## src/rtl/alu_seq_scheduler.sv

```systemverilog
// alu_seq_scheduler: round-robin two-client front end and nibble-serial
// sequencer for the 4-bit sequential ALU (op1, op2, opcode, execute).
//
// Optional watchdog: define ALU_SCHED_WATCHDOG_EN to abort a WAIT that
// lasts TIMEOUT cycles without done (ALU reset via RECOVER, rsp_err=1).
//
// Ports:
//   clk, reset        : clock, synchronous active-high reset
//   req[1:0]          : per-client request level
//   req_word0/1[11:0] : {opcode, op2, op1} per client
//   gnt[1:0]          : one-hot acceptance (combinational, IDLE only)
//   rsp_valid[1:0]    : one-cycle response strobe to the winner
//   rsp_result[3:0]   : held ALU result
//   rsp_flags[3:0]    : held {sign, zero, carry, done}
//   rsp_err           : held watchdog-abort indication
//   busy              : high outside IDLE
//   alu_rst           : ALU reset (reset or RECOVER)
//   alu_en, alu_data  : ALU enable and data nibble
//   alu_result, alu_flags : ALU outputs
module alu_seq_scheduler #(
    parameter int TIMEOUT = 8
) (
    input  logic        clk,
    input  logic        reset,
    input  logic [1:0]  req,
    input  logic [11:0] req_word0,
    input  logic [11:0] req_word1,
    output logic [1:0]  gnt,
    output logic [1:0]  rsp_valid,
    output logic [3:0]  rsp_result,
    output logic [3:0]  rsp_flags,
    output logic        rsp_err,
    output logic        busy,
    output logic        alu_rst,
    output logic        alu_en,
    output logic [3:0]  alu_data,
    input  logic [3:0]  alu_result,
    input  logic [3:0]  alu_flags
);

    typedef enum logic [2:0] {
        S_IDLE,
        S_OP1,
        S_OP2,
        S_OPC,
        S_EXEC,
        S_WAIT,
        S_RECOVER
    } state_t;

    if (TIMEOUT < 1 || TIMEOUT > 255) begin : g_bad_timeout
        $error("alu_seq_scheduler: TIMEOUT must be 1..255");
    end

    state_t      state;
    logic        last;
    logic        winner;
    logic [11:0] word_q;

    logic        win;
    logic [11:0] win_word;

`ifdef ALU_SCHED_WATCHDOG_EN
    logic [7:0]  wd_cnt;
`endif

    // On a tie the client that did not win last time gets the grant.
    always_comb begin
        win = 1'b0;
        unique case (req)
            2'b01:   win = 1'b0;
            2'b10:   win = 1'b1;
            2'b11:   win = ~last;
            default: win = 1'b0;
        endcase
        win_word = win ? req_word1 : req_word0;
        gnt = 2'b00;
        if (!reset && state == S_IDLE && req != 2'b00)
            gnt = win ? 2'b10 : 2'b01;
    end

    assign busy    = (state != S_IDLE);
    assign alu_rst = reset | (state == S_RECOVER);

    // alu_en/alu_data are registered one state ahead so the nibble is
    // stable for the whole state the ALU samples it in.
    always_ff @(posedge clk) begin
        if (reset) begin
            state      <= S_IDLE;
            last       <= 1'b1;
            winner     <= 1'b0;
            word_q     <= '0;
            rsp_valid  <= '0;
            rsp_result <= '0;
            rsp_flags  <= '0;
            rsp_err    <= 1'b0;
            alu_en     <= 1'b0;
            alu_data   <= '0;
`ifdef ALU_SCHED_WATCHDOG_EN
            wd_cnt     <= '0;
`endif
        end else begin
            rsp_valid <= '0;
            unique case (state)
                S_IDLE: begin
                    alu_en   <= 1'b0;
                    alu_data <= '0;
                    if (req != 2'b00) begin
                        word_q   <= win_word;
                        winner   <= win;
                        last     <= win;
                        alu_en   <= 1'b1;
                        alu_data <= win_word[3:0];
                        state    <= S_OP1;
                    end
                end
                S_OP1: begin
                    alu_data <= word_q[7:4];
                    state    <= S_OP2;
                end
                S_OP2: begin
                    alu_data <= word_q[11:8];
                    state    <= S_OPC;
                end
                S_OPC: begin
                    alu_data <= '0;
                    state    <= S_EXEC;
                end
                S_EXEC: begin
                    alu_en   <= 1'b0;
                    alu_data <= '0;
                    state    <= S_WAIT;
`ifdef ALU_SCHED_WATCHDOG_EN
                    wd_cnt   <= '0;
`endif
                end
                S_WAIT: begin
                    if (alu_flags[0]) begin
                        rsp_result <= alu_result;
                        rsp_flags  <= alu_flags;
                        rsp_err    <= 1'b0;
                        rsp_valid  <= winner ? 2'b10 : 2'b01;
                        state      <= S_IDLE;
                    end
`ifdef ALU_SCHED_WATCHDOG_EN
                    else begin
                        wd_cnt <= wd_cnt + 8'd1;
                        if (wd_cnt + 8'd1 == TIMEOUT[7:0])
                            state <= S_RECOVER;
                    end
`endif
                end
                S_RECOVER: begin
                    rsp_result <= '0;
                    rsp_flags  <= '0;
                    rsp_err    <= 1'b1;
                    rsp_valid  <= winner ? 2'b10 : 2'b01;
                    state      <= S_IDLE;
                end
                default: state <= S_IDLE;
            endcase
        end
    end

endmodule
```

## config.mk

```make
export PLATFORM = sky130hd
export DESIGN_NAME = alu_seq_scheduler
export DESIGN_NICKNAME = d
export VERILOG_FILES = /design/src/rtl/alu_seq_scheduler.sv
export SDC_FILE = /design/constraint.sdc
export NUM_CORES = 1
export LEC_CHECK = 0
export ABC_AREA = 1
export BUFFER_PORTS_ARGS = -buffer_cell sky130_fd_sc_hd__buf_2
export CORE_MARGIN = 8
export CORE_UTILIZATION = 52
export CTS_BUF_LIST = sky130_fd_sc_hd__clkbuf_4 sky130_fd_sc_hd__clkbuf_8
export CTS_CLUSTER_SIZE = 40
export DETAILED_ROUTE_END_ITERATION = 6
export GPL_TIMING_DRIVEN = 0
export HOLD_SLACK_MARGIN = 0.12
export PLACE_DENSITY_LB_ADDON = 0.12
export SYNTH_ARGS = -nofsm -noshare
export SYNTH_HDL_FRONTEND = slang
export SYNTH_SLANG_ARGS = --single-unit
```

## constraint.sdc

```tcl
create_clock -name clk -period 3.4 [get_ports clk]
set_input_delay 1.02 -clock clk [delete_from_list [all_inputs] [get_ports clk]]
set_output_delay 1.02 -clock clk [all_outputs]
set_load 0.03 [all_outputs]
```

==> results.ini, run 1 <==
[run_status]
outcome = completed

[worst_setup_path]
cp_max_fo = 10
path_common_cell = nand2_1
crit_chain = buf_2 > nand2_1 > nand2_1 > clkinv_1 > nand2_1 > nor2_1 > buf_2
path_class = in2out
crit_path_end_kind = primary output
arrival_ps = 2100
slowest_stage = clkinv_1
slowest_delay_ps = 280
cp_data_required_time_ps = 2380
critPathTopFamily = buffers and inverters
start_kind = primary input
path_buf_inv = 3

[finish]
fillerInstances = 246
utilization_pct = 69.1
antenna_cells = 0
area_growth_pct = 28.4
multiInputGateArea_um2 = 639
drive_gt1_share_pct = 34.0
seqCellArea_um2 = 581
fin_cells = 274
final_nets = 280

[timing]
min_period_ps = 3120
clock_skew_ps = 8.80
fmax_mhz = 320
worst_pin_slew_ps = 459
finalHoldViolCount = 0
setup_violations = 0
maxSlewHeadroom_pct = 69.4
finalMaxSlewViolations = 0
grt_setup_unrepaired = no
finalCritPeriodShare_pct = 91.8
fin_tns_setup_ps = 0

[routing]
num_vias = 1349
drc = 0
ant_nets = 0
drt_wl_total_um = 3320
first_pass_iters = 4
routed_via_density = 4.92
wl_per_cell_um = 12.1
drt-initial-drc-count = 59

[floorplan]
die_w_um = 66.2
start_util_pct = 53.9
dieArea_um2 = 4380
die_height_um = 66.2
coreArea_um2 = 2430
ioPinCount = 56
rows = 18

[place]
dp_hpwl_um = 2610
gp_congestion = 0.879
port_buffers = 55
dpl.cell_count = 267

[global_route]
grt_use_total_pct = 15.7
grt_overflow_total = 0
met3_usage_pct = 5.25
grt_use_met2_pct = 24.0
grt_pass1_wl_um = 5530
antenna_found_initial = 0
globalRoute.busiestLayer = met2
grt_pass1_vias = 1285
use_met1_pct = 19.8
grt_max_degree = 11

[synthesis]
synth_top_cell_by_area = dfxtp_1
yosys_warnings = 0
yosys.cell_types.count = 22
synth_top_area_share_pct = 44.3
async_reset_ff_share_pct = 0
ys_seq_area_share_pct = 44.3
syn_inst = 182
syn_area_per_cell_um2 = 7.20
synthTopCellsByCount = 50 x nand2_1, 29 x dfxtp_1, 21 x a21oi_1
syn-cell-area_um2 = 1310
yosys_register_bits = 29
synth_nets = 218
yosysMostFrequentCell = nand2_1
synth-edff-count = 0
synth.area.top_cells = dfxtp_1 44%, nand2_1 14%, a21oi_1 8.0%
synth_flop_cell = dfxtp_1

[pwr]
vdd_drop_max_v = 0.000345
powerDensity_nw_per_um2 = 479
leakage_uw = 0.000854

[hold_path]
hold_class = reg2reg

[clock_tree]
insertion_delay_ps = 320
clk_pin_slew_ps = 80
cts_hold_buf = 0
cts_tree = built
cts.sinks = 29
clockRootBuffer = clkbuf_4
htree_num_levels = 2
cts_resized = 0
cts_setup_buffers = 0
cts-buffers-inserted = 5
cts_buffer_depth = 2

[job]
drv_cap = 0

## routing by layer
layer / vias up / wire length, µm
li1: 727 / -
met1: 583 / 1520
met2: 37 / 1550
met3: 2 / 240
met4: 0 / 10
met5: - / 0
## power by group
part	leakage [µW]	total [µW]	internal, µW	switching [µW]
Combinational	0.000582	202	71.8	131
Sequential	0.000238	389	371	18.6
Clock	0.0000348	214	105	108
Total	0.000854	806	548	258
## state kept, by name, summed over array words and instances (netlist names)
| signal | flops |
|---|---|
| word_q | 8 |
| alu_data | 4 |
| rsp_flags | 4 |
| rsp_result | 4 |
| state | 3 |
| rsp_valid | 2 |
| alu_en | 1 |
| last | 1 |
| rsp_err | 1 |
| winner | 1 |
## cells in the final DEF (no fill, tap or decap), types with 2 or more instances in the layout
master and instances:
nand3_1 11, dfxtp_1 29, clkbuf_4 6, nor3_1 3
inv_1 10, nor2_1 15, nand2_2 3, o21ai_0 15
a21oi_2 7, buf_4 2, nand4_1 2, clkbuf_1 2
a21oi_1 21, nand2_1 50, buf_2 55, inv_2 4
## area by class of cell
class                           instances  share of cell area, %
Timing Repair Buffer                   55                   16.4
Sequential cell                        29                   34.5
Multi-Input combinational cell        133                   38.0
Clock buffer                            7                   3.50
Inverter                               15                   3.35
Buffer                                  5                   2.01
Tap cell                               30                   2.23
## cell families after synthesis
family                 synth area share [%]
flip-flops                             44.3
buffers and inverters                  6.88
AO/OA/AOI/OAI                          18.9
AND/OR/NAND/NOR                        29.9
## worst paths after layout
kind | startpoint | end | slack (ps) | cells after the start
hold / removal | winner$_SDFFE_PP0P_ | rsp_valid[0]$_SDFF_PP0_ | 420 | 1
setup reg to reg | state[2]$_SDFFE_PP0P_ | word_q[4]$_SDFFE_PP0P_ | 2060 | 8
hold reg to reg | winner$_SDFFE_PP0P_ | rsp_valid[0]$_SDFF_PP0_ | 420 | 1
setup / recovery | req[0] | gnt[1] | 280 | 7
## through the flow
stage | hold WS (ps) | setup WS (ps) | total power [µW] | area (µm²)
3_3_place_gp | 410 | 247 | 598 | 1620
5_1_grt | 466 | 119 | 857 | 1680
3_5_place_dp | 412 | 268 | 600 | 1620
2_1_floorplan | 402 | 465 | 537 | 1310
4_1_cts | 423 | 240 | 812 | 1680
6_report | 422 | 277 | 806 | 1680
Power figures use the tool's default switching activity.
==> run 2: changes to the inputs <==
--- a/config.mk
+++ b/config.mk
@@ -7,13 +7,11 @@
 export LEC_CHECK = 0
 export ABC_AREA = 1
 export BUFFER_PORTS_ARGS = -buffer_cell sky130_fd_sc_hd__buf_2
-export CORE_MARGIN = 8
 export CORE_UTILIZATION = 52
 export CTS_BUF_LIST = sky130_fd_sc_hd__clkbuf_4 sky130_fd_sc_hd__clkbuf_8
 export CTS_CLUSTER_SIZE = 40
 export DETAILED_ROUTE_END_ITERATION = 6
 export GPL_TIMING_DRIVEN = 0
-export HOLD_SLACK_MARGIN = 0.12
 export PLACE_DENSITY_LB_ADDON = 0.12
 export SYNTH_ARGS = -nofsm -noshare
 export SYNTH_HDL_FRONTEND = slang
==> results.ini, run 2 (synthesis results as in run 1) <==
[place]
dp_hpwl_um = 2280  ; was 2610 µm
gp_congestion = 0.841  ; was 0.879
port_buffers = 55  ; unchanged
dpl.cell_count = 265  ; was 267
pre_cts_ws_ps = 274  ; was 268 ps

[clock_tree]
clk_pin_slew_ps = 90  ; was 80 ps
cts_setup_buffers = 0  ; unchanged
cts-buffers-inserted = 5  ; unchanged
clockRootBuffer = clkbuf_4  ; unchanged
htree_num_levels = 2  ; unchanged
cts_resized = 0  ; unchanged
cts.sinks = 29  ; unchanged
cts_hold_buf = 0  ; unchanged
insertion_delay_ps = 330  ; was 320 ps
cts_buffer_depth = 2  ; unchanged
cts_tree = built  ; unchanged

[job]
drv_cap = 0  ; unchanged

[routing]
ant_nets = 0  ; unchanged
drt_wl_total_um = 3070  ; was 3320 µm
routed_via_density = 5.14  ; was 4.92
wl_per_cell_um = 11.3  ; was 12.1 µm
drc = 0  ; unchanged
num_vias = 1402  ; was 1349
drt-initial-drc-count = 26  ; was 59
first_pass_iters = 4  ; unchanged

[worst_setup_path]
critPathTopFamily = buffers and inverters  ; unchanged
crit_path_end_kind = primary output  ; unchanged
crit_chain = buf_2 > nand2_1 > nand2_1 > clkinv_1 > nor3_2 > buf_2  ; was buf_2 > nand2_1 > nand2_1 > clkinv_1 > nand2_1 > nor2_1 > buf_2
cp_max_fo = 10  ; unchanged
path_class = in2out  ; unchanged
cp_data_required_time_ps = 2380  ; about the same
path_buf_inv = 3  ; unchanged
reg2reg_from = state[2]$_SDFFE_PP0P_  ; unchanged
slowest_stage = clkinv_1  ; unchanged
start_kind = primary input  ; unchanged
cp-startpoint = req[0]  ; unchanged
arrival_ps = 2110  ; was 2100 ps
slowest_delay_ps = 280  ; about the same

[pwr]
p_total_uw = 801  ; was 806 µW
power_frac_comb_pct = 25.3  ; was 25.1%
switching_share_pct = 34.0  ; was 32.0%
powerDensity_nw_per_um2 = 478  ; was 479 nW/µm²
power_frac_clock_pct = 26.1  ; was 26.5%
p_int_uw = 529  ; was 548 µW
p_seq_share_pct = 48.6  ; was 48.3%
p_sw_uw = 272  ; was 258 µW
vdd_drop_max_v = 0.000327  ; was 0.000345 V
leakage_uw = 0.000855  ; was 0.000854 µW

[timing]
finalMaxSlewViolations = 0  ; unchanged
fmax_mhz = 319  ; was 320 MHz
setup_violations = 0  ; unchanged
maxSlewHeadroom_pct = 69.7  ; was 69.4%
clock_skew_ps = 5.38  ; was 8.80 ps
finalCritPeriodShare_pct = 92.1  ; was 91.8%
finalHoldViolCount = 0  ; unchanged
holdWs_ps = 441  ; was 422 ps
fin_tns_setup_ps = 0  ; unchanged
worst_pin_slew_ps = 455  ; was 459 ps
setup_slack_ps = 268  ; was 277 ps
min_period_ps = 3130  ; was 3120 ps
grt_setup_unrepaired = no  ; unchanged

[global_route]
grt_max_degree = 11  ; unchanged
antenna_found_initial = 0  ; unchanged
grt_pass1_wl_um = 5220  ; was 5530 µm
grt_pass1_vias = 1185  ; was 1285
grt_overflow_total = 0  ; unchanged
grt_use_total_pct = 26.8  ; was 15.7%

[floorplan]
rows = 17  ; was 18
ioPinCount = 56  ; unchanged
start_util_pct = 57.0  ; was 53.9%
dieArea_um2 = 2720  ; was 4380 µm²
die_height_um = 52.2  ; was 66.2 µm
coreArea_um2 = 2300  ; was 2430 µm²
die_w_um = 52.2  ; was 66.2 µm

[finish]
layout_common_cells = 55 x buf_2, 50 x nand2_1, 29 x dfxtp_1, 21 x a21oi_1  ; unchanged
drive_gt1_share_pct = 34.3  ; was 34.0%
top_register = word_q  ; unchanged
final_nets = 280  ; unchanged
fin_cells = 273  ; was 274
largest_register_ffs = 8  ; unchanged
fillerInstances = 191  ; was 246
final_common_cell = buf_2  ; unchanged
area_growth_pct = 27.9  ; was 28.4%
antenna_cells = 0  ; unchanged

[hold_path]
hold_class = reg2reg  ; unchanged
worstHoldStart = winner$_SDFFE_PP0P_  ; unchanged

[run_status]
outcome = completed  ; unchanged

## run 2: changes by cell type in the layout (fill, tap and decap cells not counted), sizes merged
cell	before	now
clkbuf	9	8
clkinv	1	3
## run 2: metal layers
layer	part of all wire (%)	vias to the layer above	track usage, %	routed length, µm
met4	2.0	0	11.8	61
met3	6.3	6	8.70	195
met1	49	623	35.5	1490
li1	-	723	-	-
met2	43	50	39.3	1320
met5	0	-	0	0
## run 2: metrics by stage
stage	utilization [%]	area (µm²)
finish	72.9	1680
global placement	70.5	1620
global route	72.9	1680
floorplan	-	1310
CTS	72.9	1680
detailed placement	70.5	1620
## run 2: power by group through the flow
| stage | combinational (µW) | clock, µW | sequential, µW |
|---|---|---|---|
| 3_3_place_gp | 197 | 0 | 396 |
| 3_5_place_dp | 201 | 0 | 397 |
| 2_1_floorplan | 124 | 0 | 412 |
| 5_1_grt | 227 | 228 | 394 |
| 4_1_cts | 202 | 212 | 390 |
| 6_report | 202 | 209 | 390 |
## run 2: area by class of cell
| cell class | count | area [µm²] | share of cell area, % |
|---|---|---|---|
| Clock buffer | 6 | 45.0 | 2.69 |
| Sequential cell | 29 | 581 | 34.7 |
| Tap cell | 28 | 35.0 | 2.09 |
| Clock inverter | 2 | 10.0 | 0.597 |
| Multi-Input combinational cell | 133 | 639 | 38.2 |
| Inverter | 15 | 56.3 | 3.36 |
| Buffer | 5 | 33.8 | 2.02 |
| Timing Repair Buffer | 55 | 275 | 16.4 |
## run 2: worst reg2reg max path, stage by stage (launching register included)
cell and delay (ps):
dfxtp_1 310, buf_4 150, inv_2 90, nand2_2 90, nor2_4 210, inv_2 70, buf_6 150, a21oi_2 100
a21oi_1 60
## run 2: final timing paths
path,slack [ps],depth (start not counted),endpoint
worst max register to register,2050,8,word_q[11]$_SDFFE_PP0P_
worst min-delay path,440,1,rsp_valid[0]$_SDFF_PP0_
worst max-delay path,270,6,gnt[0]
worst min register to register,440,1,rsp_valid[0]$_SDFF_PP0_
==> run 3: changes to the inputs <==
--- a/config.mk
+++ b/config.mk
@@ -6,7 +6,7 @@
 export NUM_CORES = 1
 export LEC_CHECK = 0
 export ABC_AREA = 1
-export BUFFER_PORTS_ARGS = -buffer_cell sky130_fd_sc_hd__buf_2
+export BUFFER_PORTS_ARGS = -buffer_cell sky130_fd_sc_hd__buf_4
 export CORE_UTILIZATION = 52
 export CTS_BUF_LIST = sky130_fd_sc_hd__clkbuf_4 sky130_fd_sc_hd__clkbuf_8
 export CTS_CLUSTER_SIZE = 40
==> results.ini, run 3 (synthesis results as in run 1) <==
[floorplan]
ioPinCount = 56  ; unchanged
die_w_um = 52.2  ; unchanged
rows = 17  ; unchanged
die_height_um = 52.2  ; unchanged
coreArea_um2 = 2300  ; unchanged
dieArea_um2 = 2720  ; unchanged
start_util_pct = 57.0  ; unchanged

[worst_setup_path]
path_class = in2out  ; unchanged
slowest_delay_ps = 300  ; was 280 ps
cp_max_fo = 10  ; unchanged
path_buf_inv = 3  ; unchanged
ff2ff_path_depth = 8  ; unchanged
slowest_stage = clkinv_1  ; unchanged
cp_data_required_time_ps = 2380  ; about the same
start_kind = primary input  ; unchanged
path_common_cell = nand2_1
arrival_ps = 2130  ; was 2110 ps
path_depth = 7  ; was 6
crit_path_end_kind = primary output  ; unchanged
critPathTopFamily = buffers and inverters  ; unchanged
crit_chain = buf_4 > nand2_1 > nand2_1 > clkinv_1 > nand2_1 > nor2_1 > buf_4  ; was buf_2 > nand2_1 > nand2_1 > clkinv_1 > nor3_2 > buf_2

[routing]
drt-initial-drc-count = 32  ; was 26
drt_wl_total_um = 3190  ; was 3070 µm
ant_nets = 0  ; unchanged
wl_per_cell_um = 11.7  ; was 11.3 µm
first_pass_iters = 4  ; unchanged
routed_via_density = 5.18  ; was 5.14
drc = 0  ; unchanged
num_vias = 1415  ; was 1402

[pwr]
vdd_drop_max_v = 0.000342  ; was 0.000327 V
p_sw_uw = 270  ; was 272 µW
powerDensity_nw_per_um2 = 451  ; was 478 nW/µm²
p_int_uw = 548  ; was 529 µW
switching_share_pct = 33.0  ; was 34.0%
leakage_uw = 0.000886  ; was 0.000855 µW
power_frac_comb_pct = 27.3  ; was 25.3%
power_frac_clock_pct = 24.8  ; was 26.1%
p_total_uw = 818  ; was 801 µW
p_seq_share_pct = 47.9  ; was 48.6%

[global_route]
grt_pass1_vias = 1261  ; was 1185
grt_use_total_pct = 26.8  ; unchanged
grt_overflow_total = 0  ; unchanged
antenna_found_initial = 0  ; unchanged
grt_pass1_wl_um = 5350  ; was 5220 µm
grt_max_degree = 11  ; unchanged

[finish]
final_nets = 280  ; unchanged
drive_gt1_share_pct = 34.3  ; unchanged
utilization_pct = 78.9  ; was 72.9%
area_growth_pct = 38.4  ; was 27.9%
fin_area_um2 = 1810  ; was 1680 µm²
final_common_cell = buf_4  ; was buf_2
largest_register_ffs = 8  ; unchanged
layout_common_cells = 57 x buf_4, 50 x nand2_1, 29 x dfxtp_1, 21 x a21oi_1  ; was 55 x buf_2, 50 x nand2_1, 29 x dfxtp_1, 21 x a21oi_1
top_register = word_q  ; unchanged
antenna_cells = 0  ; unchanged

[clock_tree]
htree_num_levels = 2  ; unchanged
clk_pin_slew_ps = 90  ; about the same
cts_buffer_depth = 2  ; unchanged
cts_setup_buffers = 0  ; unchanged
clockRootBuffer = clkbuf_4  ; unchanged
cts_tree = built  ; unchanged
cts_resized = 0  ; unchanged
cts-buffers-inserted = 5  ; unchanged
cts.sinks = 29  ; unchanged
cts_hold_buf = 0  ; unchanged
insertion_delay_ps = 320  ; was 330 ps

[place]
pre_cts_ws_ps = 258  ; was 274 ps
gp_congestion = 0.857  ; was 0.841
place_area_um2 = 1760  ; was 1620 µm²
dp_hpwl_um = 2410  ; was 2280 µm
port_buffers = 55  ; unchanged

[timing]
clock_skew_ps = 6.11  ; was 5.38 ps
finalMaxSlewViolations = 0  ; unchanged
fmax_mhz = 317  ; was 319 MHz
worst_pin_slew_ps = 439  ; was 455 ps
maxSlewHeadroom_pct = 70.7  ; was 69.7%
min_period_ps = 3150  ; was 3130 ps
finalCritPeriodShare_pct = 92.8  ; was 92.1%
grt_setup_unrepaired = no  ; unchanged
setup_violations = 0  ; unchanged
setup_slack_ps = 246  ; was 268 ps
finalHoldViolCount = 0  ; unchanged
fin_tns_setup_ps = 0  ; unchanged

[hold_path]
hold_class = reg2reg  ; unchanged
min_delay_path_depth = 1  ; unchanged

[run_status]
outcome = completed  ; unchanged

[job]
drv_cap = 0  ; unchanged

run 3: cell counts in the layout (fill, tap and decap cells not counted):
Identical to the previous run, type by type.
run 3: area by class of cell:
| type | instances | area, µm² |
|---|---|---|
| Multi-Input combinational cell | 133 | 639 |
| Sequential cell | 29 | 581 |
| Fill cell | 171 | 484 |
| Timing Repair Buffer | 55 | 413 |
| Inverter | 15 | 56.3 |
| Clock buffer | 6 | 45.0 |
| Tap cell | 28 | 35.0 |
| Buffer | 5 | 33.8 |
| Clock inverter | 2 | 10.0 |
run 3: final timing paths:
path / from / end / slack, ps
worst max register to register: state[2]$_SDFFE_PP0P_ / word_q[4]$_SDFFE_PP0P_ / 2060
worst max-delay path: req[0] / gnt[1] / 250
worst min register to register: winner$_SDFFE_PP0P_ / rsp_valid[0]$_SDFF_PP0_ / 440
worst min-delay path: winner$_SDFFE_PP0P_ / rsp_valid[0]$_SDFF_PP0_ / 440
run 3: power by group through the flow:
stage	logic (µW)	registers [µW]	clock network [µW]
CTS	223	391	202
floorplan	124	412	0
global placement	216	397	0
global route	247	396	218
finish	224	392	203
detailed placement	221	399	0
run 3: stage by stage:
step | std cells | hold WS [ps]
3_3_place_gp | 265 | 409
3_5_place_dp | 265 | 428
6_report | 273 | 441
5_1_grt | 273 | 472
4_1_cts | 273 | 442
2_1_floorplan | 182 | 402
run 3: metal layers:
layer	vias to the layer above	GRT usage (%)	share of wire, %
met3	5	7.83	8.2
met2	61	44.9	47
met4	0	9.21	1.1
met1	630	32.5	43
met5	-	0	0
li1	719	-	-
